$ cat config.mk
export PLATFORM = sky130hd
export DESIGN_NAME = fir_out_stage
export DESIGN_NICKNAME = d
export VERILOG_FILES = /design/src/rtl/fir_out_stage.sv
export SDC_FILE = /design/constraint.sdc
export NUM_CORES = 1
export LEC_CHECK = 0
export ABC_AREA = 1
export CORE_AREA = 2 2 84 86
export CTS_CLUSTER_SIZE = 30
export DETAILED_ROUTE_END_ITERATION = 16
export DIE_AREA = 0 0 86 88
export PLACE_DENSITY = 0.95
export SYNTH_ARGS = -nofsm -noshare
export SYNTH_HDL_FRONTEND = slang
export SYNTH_SLANG_ARGS = --single-unit
$ cat constraint.sdc
create_clock -name clk -period 10.8 [get_ports clk]
set_input_delay 2.16 -clock clk [delete_from_list [all_inputs] [get_ports clk]]
set_output_delay 2.16 -clock clk [all_outputs]
set_load 0.01 [all_outputs]
$ cat src/rtl/fir_out_stage.sv
// FIR output stage: decimate, round/shift, saturate, then queue samples in a small FIFO
// feeding a valid/ready stream. Sticky flags report saturation and FIFO overrun.
module fir_out_stage #(
    parameter int Y_N_SIZE   = 14,
    parameter int OUT_SIZE   = 8,
    parameter int FIFO_DEPTH = 4
) (
    input  logic                       clk,
    input  logic                       reset,
    input  logic signed [Y_N_SIZE-1:0] y_n,
    input  logic                       in_valid,
    input  logic [2:0]                 shift,
    input  logic [1:0]                 decim,
    input  logic                       clear,
    input  logic                       m_tready,
    output logic                       m_tvalid,
    output logic signed [OUT_SIZE-1:0] m_tdata,
    output logic                       overflow,
    output logic                       drop
);
    localparam int AW = (FIFO_DEPTH > 1) ? $clog2(FIFO_DEPTH) : 1;
    localparam int CW = $clog2(FIFO_DEPTH + 1);
    localparam logic [CW-1:0] FULL_CNT = CW'(FIFO_DEPTH);
    localparam logic signed [Y_N_SIZE:0] SAT_HI =
        {{(Y_N_SIZE-OUT_SIZE+2){1'b0}}, {(OUT_SIZE-1){1'b1}}};
    localparam logic signed [Y_N_SIZE:0] SAT_LO =
        {{(Y_N_SIZE-OUT_SIZE+2){1'b1}}, {(OUT_SIZE-1){1'b0}}};

    logic [1:0]                 dcnt, decim_lat, dlim;
    logic                       keep;
    logic                       s1_vld;
    logic signed [Y_N_SIZE-1:0] s1_y;
    logic [2:0]                 s1_sh;

    // A new decimation period starts whenever the counter sits at 0, so the
    // decim value seen at that moment governs the whole period.
    assign keep = in_valid && (dcnt == 2'd0);
    assign dlim = (dcnt == 2'd0) ? decim : decim_lat;

    always_ff @(posedge clk) begin
        if (reset) begin
            dcnt      <= 2'd0;
            decim_lat <= 2'd0;
            s1_vld    <= 1'b0;
            s1_y      <= '0;
            s1_sh     <= 3'd0;
        end else begin
            if (in_valid) begin
                if (dcnt == 2'd0)
                    decim_lat <= decim;
                dcnt <= (dcnt == dlim) ? 2'd0 : dcnt + 2'd1;
            end
            s1_vld <= keep;
            if (keep) begin
                s1_y  <= y_n;
                s1_sh <= shift;
            end
        end
    end

    logic signed [Y_N_SIZE:0]   ext, rnd, sum, shifted;
    logic                       sat_hi, sat_lo;
    logic signed [OUT_SIZE-1:0] result;

    always_comb begin
        ext = {s1_y[Y_N_SIZE-1], s1_y};
        rnd = '0;
        if (s1_sh != 3'd0)
            rnd[s1_sh - 3'd1] = 1'b1;
        sum     = ext + rnd;
        shifted = sum >>> s1_sh;
        sat_hi  = shifted > SAT_HI;
        sat_lo  = shifted < SAT_LO;
        if (sat_hi)
            result = SAT_HI[OUT_SIZE-1:0];
        else if (sat_lo)
            result = SAT_LO[OUT_SIZE-1:0];
        else
            result = shifted[OUT_SIZE-1:0];
    end

    logic [OUT_SIZE-1:0] mem [FIFO_DEPTH];
    logic [AW-1:0]       wr_ptr, rd_ptr;
    logic [CW-1:0]       count;
    logic                pop, wr;

    assign pop = (count != '0) && m_tready;
    // Popping frees a slot in the same edge, so a full FIFO still takes the write.
    assign wr  = s1_vld && ((count != FULL_CNT) || pop);

    always_ff @(posedge clk) begin
        if (reset) begin
            wr_ptr   <= '0;
            rd_ptr   <= '0;
            count    <= '0;
            overflow <= 1'b0;
            drop     <= 1'b0;
        end else begin
            if (wr)
                wr_ptr <= wr_ptr + 1'b1;
            if (pop)
                rd_ptr <= rd_ptr + 1'b1;
            if (wr && !pop)
                count <= count + 1'b1;
            else if (!wr && pop)
                count <= count - 1'b1;
            if (s1_vld && (sat_hi || sat_lo))
                overflow <= 1'b1;
            else if (clear)
                overflow <= 1'b0;
            if (s1_vld && !wr)
                drop <= 1'b1;
            else if (clear)
                drop <= 1'b0;
        end
    end

    always_ff @(posedge clk) begin
        if (wr)
            mem[wr_ptr] <= result;
    end

    assign m_tvalid = (count != '0);
    assign m_tdata  = m_tvalid ? mem[rd_ptr] : '0;
endmodule

---- Yosys cells after proc, flatten, opt, wreduce, memory -nomap -nowiden ----
Memory sizes are Yosys's and may differ from the RTL's. A register that Yosys moved wholly into a read port is not among the register bits.
Cells that the tools add are included.
storage, ports and cells
  bits of input ports ..................... 24
  bits in writable memories ............... 32
  word-level logic and storage cells ...... 60
  memories kept ........................... 1
  register bits after elaboration ......... 31
memories
  name  depth  width  rd ports  clocked after Yosys merged registers in  wr ports  RTL line  source
  mem   4      8      1         1                                        1         82        logic [OUT_SIZE-1:0] mem [FIFO_DEPTH];
operators by class
  eq/ne operators ......................... 2
  shift-type cells ........................ 1
  add/sub/neg operators ................... 7
  mux-type cells .......................... 17
  reduce and logical (&&, ||, !) cells .... 18
  $lt $le $gt $ge ......................... 4
operators by type and width
  operator               count
  $mux W8                4
  $add A14 B9 Y15        1
  $gt A15 B8 Y1 const B  1
  $lt A15 B8 Y1 const B  1
  $sshr A15 B3 Y15       1
  $logic_and A1 B1 Y1    8
  $mux W2                4
  $add A2 B1 Y2 const B  3
  $mux W1                6
  $mux W3                2
  $reduce_bool A2 Y1     3
  $reduce_bool A3 Y1     2
  $sub A3 B1 Y3 const B  2
  $lt A3 B5 Y1 const B   1
  $add A3 B1 Y3 const B  1
  $demux W1 S3           1
  $ge A3 B1 Y1 const B   1
  $ne A3 B3 Y1 const B   1
  $eq A2 B2 Y1           1
  $logic_not A1 Y1       2
  $logic_not A2 Y1       1
  $logic_or A1 B1 Y1     2

---- Depth between registers and ports, before layout ----
Gate-level depths: netlist of run 1.
  depth in word-level cells ............... 12
  mapped depth ............................ 30

---- Worst setup path after synthesis of run 1 ----
Ideal clock, no wire load.
  path type ............................... reg2reg
  start point ............................. register s1_sh[1]
  end point ............................... memory mem[0][0], data pin
  data arrival time ....................... 3.482 ns
  setup slack ............................. 7.143 ns
  required time ........................... 10.625 ns
  stages on the path, launching flop included .. 26
  buffers on the path ..................... 3
  cells stage by stage .................... dfxtp_1 -> clkbuf_1 -> inv_1 -> buf_2 -> buf_1 -> ha_1 -> xnor2_1 -> nand2_1 -> nor2_1 -> ha_1 -> fa_1 -> nand3_1 -> nand3_2 -> nand2_1 -> nand2_1 -> nand2_1 -> nand3_2 -> inv_2 -> nand2_2 -> nand3_1 -> nand2_1 -> nor2_1 -> nand3_2 -> nand2_2 -> inv_2 -> o21ai_1
on the way
  longest elaborated chain between the ends .. 11
ends and longest elaborated chain
  element                                                             RTL line  source
  start: declaration                                                  33        logic [2:0] s1_sh;
  start signal: assignment                                            56        s1_sh <= shift;
  $sub A3 B1 Y3                                                       69        rnd[s1_sh - 3'd1] = 1'b1;
  $lt A3 B5 Y1 (not written as such) or $ge A3 B1 Y1 (tied branches)  69
  $logic_and A1 B1 Y1 (not written as such)                           69
  $mux W1 (not written as such)                                       69
  $demux W1 S3                                                        69
  $mux W8                                                             68        if (s1_sh != 3'd0)
  $add A14 B9 Y15                                                     70        sum = ext + rnd;
  $sshr A15 B3 Y15 (*)                                                71        shifted = sum >>> s1_sh;
  $lt A15 B8 Y1                                                       73        sat_lo = shifted < SAT_LO;
  $mux W8                                                             76        else if (sat_lo)
  $mux W8 (*)                                                         74        if (sat_hi)
  via result[0]                                                       63        logic signed [OUT_SIZE-1:0] result;
  end: declaration                                                    82
Mark *: on every way through the listed nets, which the timed path passes. The rest lies on a longest branch.

---- Final worst setup path of run 1 ----
  start point ............................. register s1_sh[0]
  end point ............................... memory mem[2][6], data pin
Same word-level chain as after synthesis.

==> flow_metrics.py, run 1 <==
metrics = {
    "run_status": {
        "status": "completed",
    },
    "detailed_routing": {
        "vias_per_cell": 5.75,
        "vias": 3919,
        "ant_nets": 0,
        "wire_per_inst_um": 13.6,
        "first_iter_violations": 402,
        "wl_mm": 9.27,
        "drc_errors": 0,
        "firstDrtPassIters": 7,
    },
    "synthesis": {
        "yosys-top-cells-area": "edfxtp_1 23%, dfxtp_1 16%, nand2_1 10%",
        "synth_edf_count": 32,
        "ys_types": 35,
        "synthFlopType": "dfxtp_1",
        "ys_seq_area_share_pct": 39.6,
        "synth_cells": 572,
        "netlist_area_um2": 4100,
        "synth_top_area_share_pct": 23.5,
        "syn_area_per_cell_um2": 7.16,
        "ys_ff_latch": 65,
        "yosysWarnings": 0,
        "synth_nets": 614,
        "yosysTopAreaCell": "edfxtp_1",
        "async_flop_share_pct": 0,
    },
    "pwr": {
        "leakagePower_nw": 2.03,
        "switching_power_mw": 0.361,
        "sequentialPowerShare_pct": 35.8,
        "p_sw_share_pct": 38.3,
        "p_clk_share_pct": 24.8,
        "p_comb_share_pct": 39.4,
        "internal_power_mw": 0.580,
        "pwr_density_cell_nw_per_um2": 201,
        "peakVddDrop_uv": 132,
    },
    "clock_network": {
        "cts_max_level": 3,
        "ctsResizeCount": 0,
        "numCtsBuffers": 9,
        "cts_setup_buffers": 0,
        "cts-root-buf": "clkbuf_8",
        "clk_pin_slew_ns": 0.08,
        "ctsHoldBuffers": 0,
        "clkLatencyLatePin_ns": 0.33,
        "clock_sinks": 65,
        "cts_tree": "yes",
        "cts.path.max_buffers": 2,
    },
    "finish": {
        "multi_input_area_um2": 2160,
        "drive_gt1_share_pct": 7.31,
        "fin_area_um2": 4680,
        "n_antenna_cell": 0,
        "num-nets-final": 639,
        "register_area_um2": 1620,
        "area_delta_synth_final_pct": 14.4,
        "fill_cells": 492,
    },
    "grt": {
        "use_met2_pct": 44.2,
        "gr-total-overflow": 0,
        "top_usage_layer": "met2",
        "grt.met3_usage_pct": 4.81,
        "grt_max_degree": 31,
        "antenna_found_initial": 0,
        "grtUsageMet1_pct": 33.8,
        "grt_pass1_wl_mm": 16.0,
        "grtUsageTotal_pct": 26.6,
        "grt_pass1_vias": 3701,
    },
    "sta": {
        "fmax_mhz": 207,
        "skew_ns": 0.00629,
        "final-max-slew-violation-count": 0,
        "fin_crit_ns": 4.83,
        "fin_setup_tns_ns": 0,
        "rsz0062_at_grt": "no",
        "setup_violations": 0,
        "finalHoldViolations": 0,
        "slew_headroom_pct": 42.2,
        "finalCritPeriodShare_pct": 44.8,
        "tightestPinTransition_ns": 0.865,
    },
    "floorplan": {
        "initial_utilization_pct": 61.7,
        "dieArea_um2": 7570,
        "num_rows": 30,
        "io_pins": 35,
        "die_h_um": 88,
        "core_um2": 6640,
        "die_w_um": 86,
    },
    "placed_design": {
        "dp_hpwl_mm": 6.78,
        "place.port_buffers": 34,
        "detailed_place.area_um2": 4460,
        "gp_congestion": 0.990,
    },
    "min_path": {
        "hold_path_class": "flip-flop to flip-flop",
    },
    "setup_path": {
        "worstSetupEndpointType": "flip-flop",
        "worst-setup-path-type": "flip-flop to flip-flop",
        "start_kind": "flip-flop",
        "crit_fanout": 22,
        "worstPathArrival_ns": 4.96,
        "cp.required_ns": 10.93,
    },
    "flow_run": {
        "maxCapViolCount": 0,
    },
}
cells in the mapped netlist (4+ instances only):
cell type and instances:
o21ai_0 58, nor2_1 80, nand3_1 70, dfxtp_1 33, nand3_2 6, nand4_1 8
nand2_1 113, ha_1 16, inv_1 56, o21ai_1 5, clkbuf_1 15, edfxtp_1 32
inv_2 4, a21oi_1 29, xor2_1 6, nand2_2 13
placed cells by master (no fill, tap or decap), types with 16 or more instances in the layout:
| master | netlist | final |
|---|---|---|
| nand3_1 | 70 | 70 |
| nor2_1 | 80 | 80 |
| nand2_1 | 113 | 113 |
| clkdlybuf4s50_1 | 0 | 34 |
| inv_1 | 56 | 56 |
| edfxtp_1 | 32 | 32 |
| o21ai_0 | 58 | 58 |
| dfxtp_1 | 33 | 33 |
| ha_1 | 16 | 16 |
| a21oi_1 | 29 | 29 |
metrics by stage:
stage | hold WS [ns] | utilization, % | setup slack (ns) | total power [mW] | std cells
finish | 0.484 | 70.5 | 5.97 | 0.941 | 682
global route | 0.501 | 70.5 | 5.45 | 1.01 | 682
CTS | 0.478 | 70.5 | 6.09 | 0.936 | 682
detailed placement | 0.464 | 67.1 | 6.14 | 0.705 | 666
global placement | 0.454 | 67.1 | 6.42 | 0.691 | 666
floorplan | 0.436 | - | 7.14 | 0.584 | 572
per-layer routing:
metal	up-vias	share of wire, %
met2	180	49
met5	-	0
met3	22	6.8
met1	1771	43
li1	1946	-
met4	0	1.9
flip-flops by register name, summed over array words and instances, names as in the netlist, named ones only:
name,flops
rd_ptr,2
s1_y,14
s1_sh,3
wr_ptr,2
drop,1
count,3
overflow,1
decim_lat,2
s1_vld,1
dcnt,2
mem,32
final cells by class:
class                   instances  area share [%]
multi-input cells             424            46.1
flip-flops and latches         65            34.6
repair buffers                 34            7.26
inverters                      63            5.05
clock buffers                   9            2.64
clock inverters                 7            2.19
well taps                      80            2.14
power groups by stage:
stage / registers, mW / clock network (mW) / logic, mW
detailed placement: 0.342 / 0 / 0.364
CTS: 0.336 / 0.234 / 0.365
global route: 0.342 / 0.245 / 0.419
floorplan: 0.322 / 0 / 0.262
finish: 0.337 / 0.234 / 0.371
global placement: 0.339 / 0 / 0.352
critical path, cell delays in order (launching register included):
cell and delay [ns]:
dfxtp_1 0.75, clkinv_1 0.66, ha_1 0.44, xnor2_1 0.16, nand2_1 0.11, nor2_1 0.05
ha_1 0.24, fa_1 0.45, nand3_1 0.12, nand3_2 0.11, nand2_1 0.08, nand2_1 0.07
nand2_1 0.11, nand3_2 0.14, inv_2 0.17, nand2_2 0.09, nand2_2 0.11, nand2_2 0.05
nand2_2 0.07, nand2_1 0.06, inv_1 0.06, nand3_2 0.06, nand2_2 0.11, inv_2 0.07
o21ai_1 0.27
cell families after synthesis:
| logic type | Yosys count | share of synthesized area (%) |
|---|---|---|
| adders and majority gates | 18 | 5.86 |
| muxes | 1 | 0.244 |
| xor gates and xnor gates | 9 | 1.92 |
| and+or+nand+nor | 298 | 32.3 |
| buffers and inverters | 83 | 7.70 |
| DFF | 65 | 39.6 |
| AOI/OAI and AO/OA | 98 | 12.3 |
final timing paths:
path | endpoint | cells past startpoint | slack (ns) | startpoint
setup / recovery | mem[2][6] | 24 | 5.97 | s1_sh[0]
hold reg to reg | decim_lat[1] | 2 | 0.48 | decim_lat[1]
hold / removal | decim_lat[1] | 2 | 0.48 | decim_lat[1]
setup reg to reg | mem[2][6] | 24 | 5.97 | s1_sh[0]
(Power assumes the default switching activity.)
==> inputs of run 2 (changes only) <==
--- a/config.mk
+++ b/config.mk
@@ -6,11 +6,11 @@
 export NUM_CORES = 1
 export LEC_CHECK = 0
 export ABC_AREA = 1
-export CORE_AREA = 2 2 84 86
+export CORE_AREA = 2 2 88 90
 export CTS_CLUSTER_SIZE = 30
 export DETAILED_ROUTE_END_ITERATION = 16
-export DIE_AREA = 0 0 86 88
-export PLACE_DENSITY = 0.95
+export DIE_AREA = 0 0 90 92
+export PLACE_DENSITY = 0.9
 export SYNTH_ARGS = -nofsm -noshare
 export SYNTH_HDL_FRONTEND = slang
 export SYNTH_SLANG_ARGS = --single-unit
==> constraint.sdc (replaced) <==
create_clock -name clk -period 4.7 [get_ports clk]
set_input_delay 0.94 -clock clk [delete_from_list [all_inputs] [get_ports clk]]
set_output_delay 0.94 -clock clk [all_outputs]
set_load 0.01 [all_outputs]
==> run 2 against run 1 <==
  * Power grew 130%
  * Maximum frequency rose by 19%
  * Critical path depth fell by 2
  * Final cell count rose by 3.8%
  * Worst setup slack lost 5.3 ns
  * First-iteration DRC count increased by 3.7%
  * Sequential share of layout area fell by 0.24 points
==> flow_metrics.py, run 2 (same netlist as run 1, synthesis figures left out) <==
metrics = {
    "sta": {
        "slew_headroom_pct": 43.5,
        "finalCritPeriodShare_pct": 86.2,
        "tightestPinTransition_ns": 0.845,
        "fmax_mhz": 247,
        "fin_crit_ns": 4.05,
        "timing.final.ws_setup_ns": 0.650,
        "rsz0062_at_grt": "no",
        "setup_violations": 0,
        "final-max-slew-violation-count": 0,
        "finalHoldViolations": 0,
        "skew_ns": 0.0104,
        "fin_setup_tns_ns": 0,
    },
    "clock_network": {
        "ctsHoldBuffers": 0,
        "clock_sinks": 65,
        "cts_tree": "yes",
        "cts.path.max_buffers": 2,
        "ctsResizeCount": 0,
        "clk_pin_slew_ns": 0.08,
        "cts_setup_buffers": 0,
        "clkLatencyLatePin_ns": 0.36,
        "cts_max_level": 3,
        "cts-root-buf": "clkbuf_8",
        "numCtsBuffers": 9,
    },
    "pwr": {
        "pwr_density_cell_nw_per_um2": 450,
        "peakVddDrop_uv": 332,
        "p_comb_share_pct": 40.8,
        "leakagePower_nw": 2.03,
        "p_clk_share_pct": 22.9,
        "internal_power_mw": 1.28,
        "p_sw_share_pct": 39.5,
        "sequentialPowerShare_pct": 36.3,
        "switching_power_mw": 0.838,
        "power.total_mw": 2.12,
    },
    "finish": {
        "num-nets-final": 643,
        "area_delta_synth_final_pct": 15.1,
        "drive_gt1_share_pct": 7.92,
        "fill_cells": 654,
        "register_area_um2": 1620,
        "largestRegisters": "mem (32), s1_y (14)",
        "instances_no_fill": 708,
        "largest_reg_flops": 32,
        "n_antenna_cell": 0,
        "final_common_cell": "nand2_1",
        "multi_input_area_um2": 2160,
        "largest-register": "mem",
        "layout_common_cells": "113 x nand2_1, 80 x nor2_1, 70 x nand3_1, 58 x o21ai_0, 56 x inv_1",
    },
    "grt": {
        "gr-total-overflow": 0,
        "grtUsageTotal_pct": 24.2,
        "grt_pass1_vias": 3604,
        "grt_max_degree": 31,
        "grt_pass1_wl_mm": 16.3,
        "antenna_found_initial": 0,
    },
    "run_status": {
        "status": "completed",
    },
    "floorplan": {
        "core_um2": 7450,
        "die_h_um": 92,
        "dieArea_um2": 8280,
        "die_w_um": 90,
        "io_pins": 35,
        "initial_utilization_pct": 55.0,
        "num_rows": 32,
    },
    "detailed_routing": {
        "first_iter_violations": 417,
        "vias_per_cell": 5.46,
        "drc_errors": 0,
        "wl_mm": 9.51,
        "vias": 3866,
        "ant_nets": 0,
        "firstDrtPassIters": 5,
        "wire_per_inst_um": 13.4,
    },
    "placed_design": {
        "pre_cts_slack_ns": 0.775,
        "place.port_buffers": 34,
        "dp_hpwl_mm": 7.19,
        "placed_cells": 692,
        "gp_congestion": 0.979,
    },
    "flow_run": {
        "maxCapViolCount": 0,
    },
    "setup_path": {
        "crit_fanout": 17,
        "cp.required_ns": 4.85,
        "start_kind": "flip-flop",
        "worstSetupEndpointType": "flip-flop",
        "worst-setup-path-type": "flip-flop to flip-flop",
        "worstPathArrival_ns": 4.20,
    },
    "min_path": {
        "hold_path_class": "flip-flop to flip-flop",
    },
}
run 2: area by class of cell:
type                            instances  area share (%)
Multi-Input combinational cell        424            45.8
Sequential cell                        65            34.4
Timing Repair Buffer                   38            7.85
Inverter                               63            5.01
Tap cell                              102            2.71
Clock buffer                            9            2.63
Clock inverter                          7            1.64
run 2: worst paths after layout:
path,from,to,slack [ns],depth (start not counted)
min reg2reg,drop,drop,0.47,2
max,s1_sh[1],mem[0][0],0.65,22
max reg2reg,s1_sh[1],mem[0][0],0.65,22
min,drop,drop,0.47,2
run 2: critical path, cell delays in order (launching register included):
cell and delay (ns):
dfxtp_1 0.70, inv_1 0.20, ha_1 0.24, xnor2_1 0.16, nand2_1 0.12, nor2_1 0.05, ha_1 0.23, fa_1 0.43
nand3_1 0.11, nand3_2 0.10, nand2_1 0.08, nand2_1 0.07, nand2_1 0.11, nand3_2 0.13, inv_2 0.16, nand2_2 0.09
nand3_1 0.12, nand2_1 0.09, nor2_1 0.13, nand3_2 0.09, nand2_2 0.10, inv_2 0.07, o21ai_1 0.27
run 2: metrics by stage:
step	util (%)	area [µm²]	hold slack (ns)
after floorplan	-	4100	0.436
after global placement	60.6	4520	0.454
after detailed placement	60.6	4520	0.462
after CTS	63.3	4720	0.473
after global routing	63.3	4720	0.498
final	63.3	4720	0.471
run 2: power by group through the flow:
stage | logic, mW | registers (mW) | clock network, mW
final | 0.865 | 0.770 | 0.487
after global routing | 0.982 | 0.779 | 0.517
after CTS | 0.864 | 0.769 | 0.490
after detailed placement | 0.857 | 0.781 | 0
after global placement | 0.817 | 0.774 | 0
after floorplan | 0.602 | 0.740 | 0
run 2: per-layer routing:
metal	vias to the layer above	share of wire [%]	GRT usage, %	wire, µm
met5	-	0	0	0
met4	0	1.9	8.85	182
met3	16	5.1	4.85	481
met2	128	51	43.6	4860
met1	1775	42	28.7	3980
li1	1947	-	-	-
==> inputs of run 3 (changes only) <==
--- a/config.mk
+++ b/config.mk
@@ -6,11 +6,13 @@
 export NUM_CORES = 1
 export LEC_CHECK = 0
 export ABC_AREA = 1
-export CORE_AREA = 2 2 88 90
+export CORE_AREA = 2 2 84 86
 export CTS_CLUSTER_SIZE = 30
 export DETAILED_ROUTE_END_ITERATION = 16
-export DIE_AREA = 0 0 90 92
-export PLACE_DENSITY = 0.9
+export DIE_AREA = 0 0 86 88
+export DONT_BUFFER_PORTS = 1
+export PLACE_DENSITY = 0.89
 export SYNTH_ARGS = -nofsm -noshare
 export SYNTH_HDL_FRONTEND = slang
 export SYNTH_SLANG_ARGS = --single-unit
+export TNS_END_PERCENT = 5
==> run 3 against run 2 <==
  * First-iteration DRC count decreased by 3.1%
  * Routed wire length shrank 2.1%
  * Core utilization up 2.1 points
  * Final cell count decreased by 7.8%
  * Clock-buffer cell count did not move
  * Die area shrank 8.6%
  * Sequential power decreased by 0.9%
  * Sequential share of layout area increased by 2.9 points
  * Global-route usage is 2.0 points higher
  * Critical path depth unchanged
  * Via count down 2.2%
==> flow_metrics.py, run 3 (same netlist as run 1, synthesis figures left out) <==
metrics = {
    "sta": {
        "final-max-slew-violation-count": 0,
        "fin_crit_ns": 4.02,
        "slew_headroom_pct": 40.3,
        "fmax_mhz": 249,
        "timing.hold.ws_ns": 0.469,
        "finalCritPeriodShare_pct": 85.5,
        "timing.final.ws_setup_ns": 0.681,
        "fin_setup_tns_ns": 0,
        "rsz0062_at_grt": "no",
        "tightestPinTransition_ns": 0.894,
        "skew_ns": 0.0102,
        "setup_violations": 0,
        "finalHoldViolations": 0,
    },
    "grt": {
        "grtUsageTotal_pct": 26.2,
        "grt_pass1_vias": 3391,
        "gr-total-overflow": 0,
        "antenna_found_initial": 0,
        "grt_max_degree": 31,
        "grt_pass1_wl_mm": 15.4,
    },
    "setup_path": {
        "worst-setup-path-type": "flip-flop to flip-flop",
        "start_kind": "flip-flop",
        "r2r_cells": 22,
        "reg2reg_slack_ns": 0.68,
        "r2r_start": "s1_sh[1]",
        "crit_fanout": 17,
        "crit_slowest_cell": "dfxtp_1",
        "worstSetupEndpointType": "flip-flop",
        "path_cells": "inv_1 -> ha_1 -> xnor2_1 -> nand2_1 -> nor2_1 -> ha_1 -> fa_1 -> nand3_1 -> nand3_2 -> nand2_1 -> nand2_1 -> nand2_1 -> nand3_2 -> inv_2 -> nand2_2 -> nand3_1 -> nand2_1 -> nor2_1 -> nand3_2 -> nand2_2 -> inv_2 -> o21ai_1",
        "cpMostUsedCell": "nand2_1",
        "cp.required_ns": 4.85,
        "worst-path-buf-inv": 3,
        "crit_family": "simple AND/OR/NAND/NOR gates",
        "rr_endpoint": "mem[0][6]",
        "worstPathArrival_ns": 4.17,
        "slowest_delay_ns": 0.69,
    },
    "min_path": {
        "hold_path_depth": 2,
        "hold_path_class": "flip-flop to flip-flop",
        "hold_end": "rd_ptr[1]",
        "hold_start": "rd_ptr[1]",
    },
    "detailed_routing": {
        "vias": 3781,
        "vias_per_cell": 5.79,
        "drc_errors": 0,
        "first_iter_violations": 404,
        "wl_mm": 9.31,
        "wire_per_inst_um": 14.3,
        "ant_nets": 0,
        "firstDrtPassIters": 5,
    },
    "finish": {
        "num-nets-final": 610,
        "fin_area_um2": 4350,
        "instances_no_fill": 653,
        "largest-register": "mem",
        "area_delta_synth_final_pct": 6.11,
        "final_core_util_pct": 65.4,
        "layout_common_cells": "113 x nand2_1, 80 x nor2_1, 70 x nand3_1, 58 x o21ai_0, 56 x inv_1",
        "final_common_cell": "nand2_1",
        "largest_reg_flops": 32,
        "largestRegisters": "mem (32), s1_y (14)",
        "drive_gt1_share_pct": 8.20,
        "n_antenna_cell": 0,
    },
    "pwr": {
        "peakVddDrop_uv": 388,
        "leakagePower_nw": 1.90,
        "power.total_mw": 1.98,
        "pwr_density_cell_nw_per_um2": 456,
    },
    "floorplan": {
        "dieArea_um2": 7570,
        "die_h_um": 88,
        "num_rows": 30,
        "die_w_um": 86,
        "io_pins": 35,
        "initial_utilization_pct": 61.7,
        "core_um2": 6640,
    },
    "flow_run": {
        "maxCapViolCount": 0,
    },
    "clock_network": {
        "cts_max_level": 3,
        "ctsHoldBuffers": 0,
        "cts_setup_buffers": 0,
        "cts.path.max_buffers": 2,
        "ctsResizeCount": 0,
        "cts-root-buf": "clkbuf_8",
        "cts_tree": "yes",
        "clkLatencyLatePin_ns": 0.35,
        "clk_pin_slew_ns": 0.07,
        "numCtsBuffers": 9,
        "clock_sinks": 65,
    },
    "placed_design": {
        "place.port_buffers": 0,
        "gp_congestion": 0.969,
        "dp_hpwl_mm": 6.91,
        "placed_cells": 637,
        "detailed_place.area_um2": 4160,
        "pre_cts_slack_ns": 0.785,
    },
    "run_status": {
        "status": "completed",
    },
}
-- run 3: cell types whose count changed in the layout (fill, tap and decap cells not counted), sizes merged --
cell,before,now
clkdlybuf4s50,34,0
buf,4,5
-- run 3: area by class of cell --
type | count | area (µm²)
repair buffers | 5 | 37.5
inverters | 63 | 236
clock inverters | 7 | 67.6
fillers | 549 | 2300
well taps | 80 | 100
clock buffers | 9 | 124
flip-flops and latches | 65 | 1620
multi-input cells | 424 | 2160
-- run 3: how the worst max path moves through the flow --
stage,slack [ns],endpoint,cells past startpoint,startpoint
2_1_floorplan,1.04,mem[0][0],25,s1_sh[1]
3_3_place_gp,1.07,mem[1][0],24,s1_sh[1]
3_5_place_dp,0.79,mem[0][5],22,s1_sh[1]
4_1_cts,0.77,mem[3][5],22,s1_sh[1]
5_1_grt,0.31,mem[0][2],24,s1_sh[1]
6_report,0.68,mem[0][6],22,s1_sh[1]
-- run 3: power breakdown --
part	switching, mW	internal, mW
sequential	0.0713	0.692
combinational	0.514	0.235
clock	0.224	0.244
-- run 3: tightest hold or removal path, cell delays in order, from the launching register on --
cell and delay (ns):
dfxtp_1 0.30, inv_1 0.05, a21oi_1 0.07
-- run 3: layer usage --
metal  wire, µm  vias up  part of all wire, %  GRT usage, %
li1           -     1882                    -             -
met1       4010     1720                   43          34.2
met2       4420      158                   48          43.6
met3        641       21                  6.9          5.28
met4        233        0                  2.5          9.24
met5          0        -                    0             0
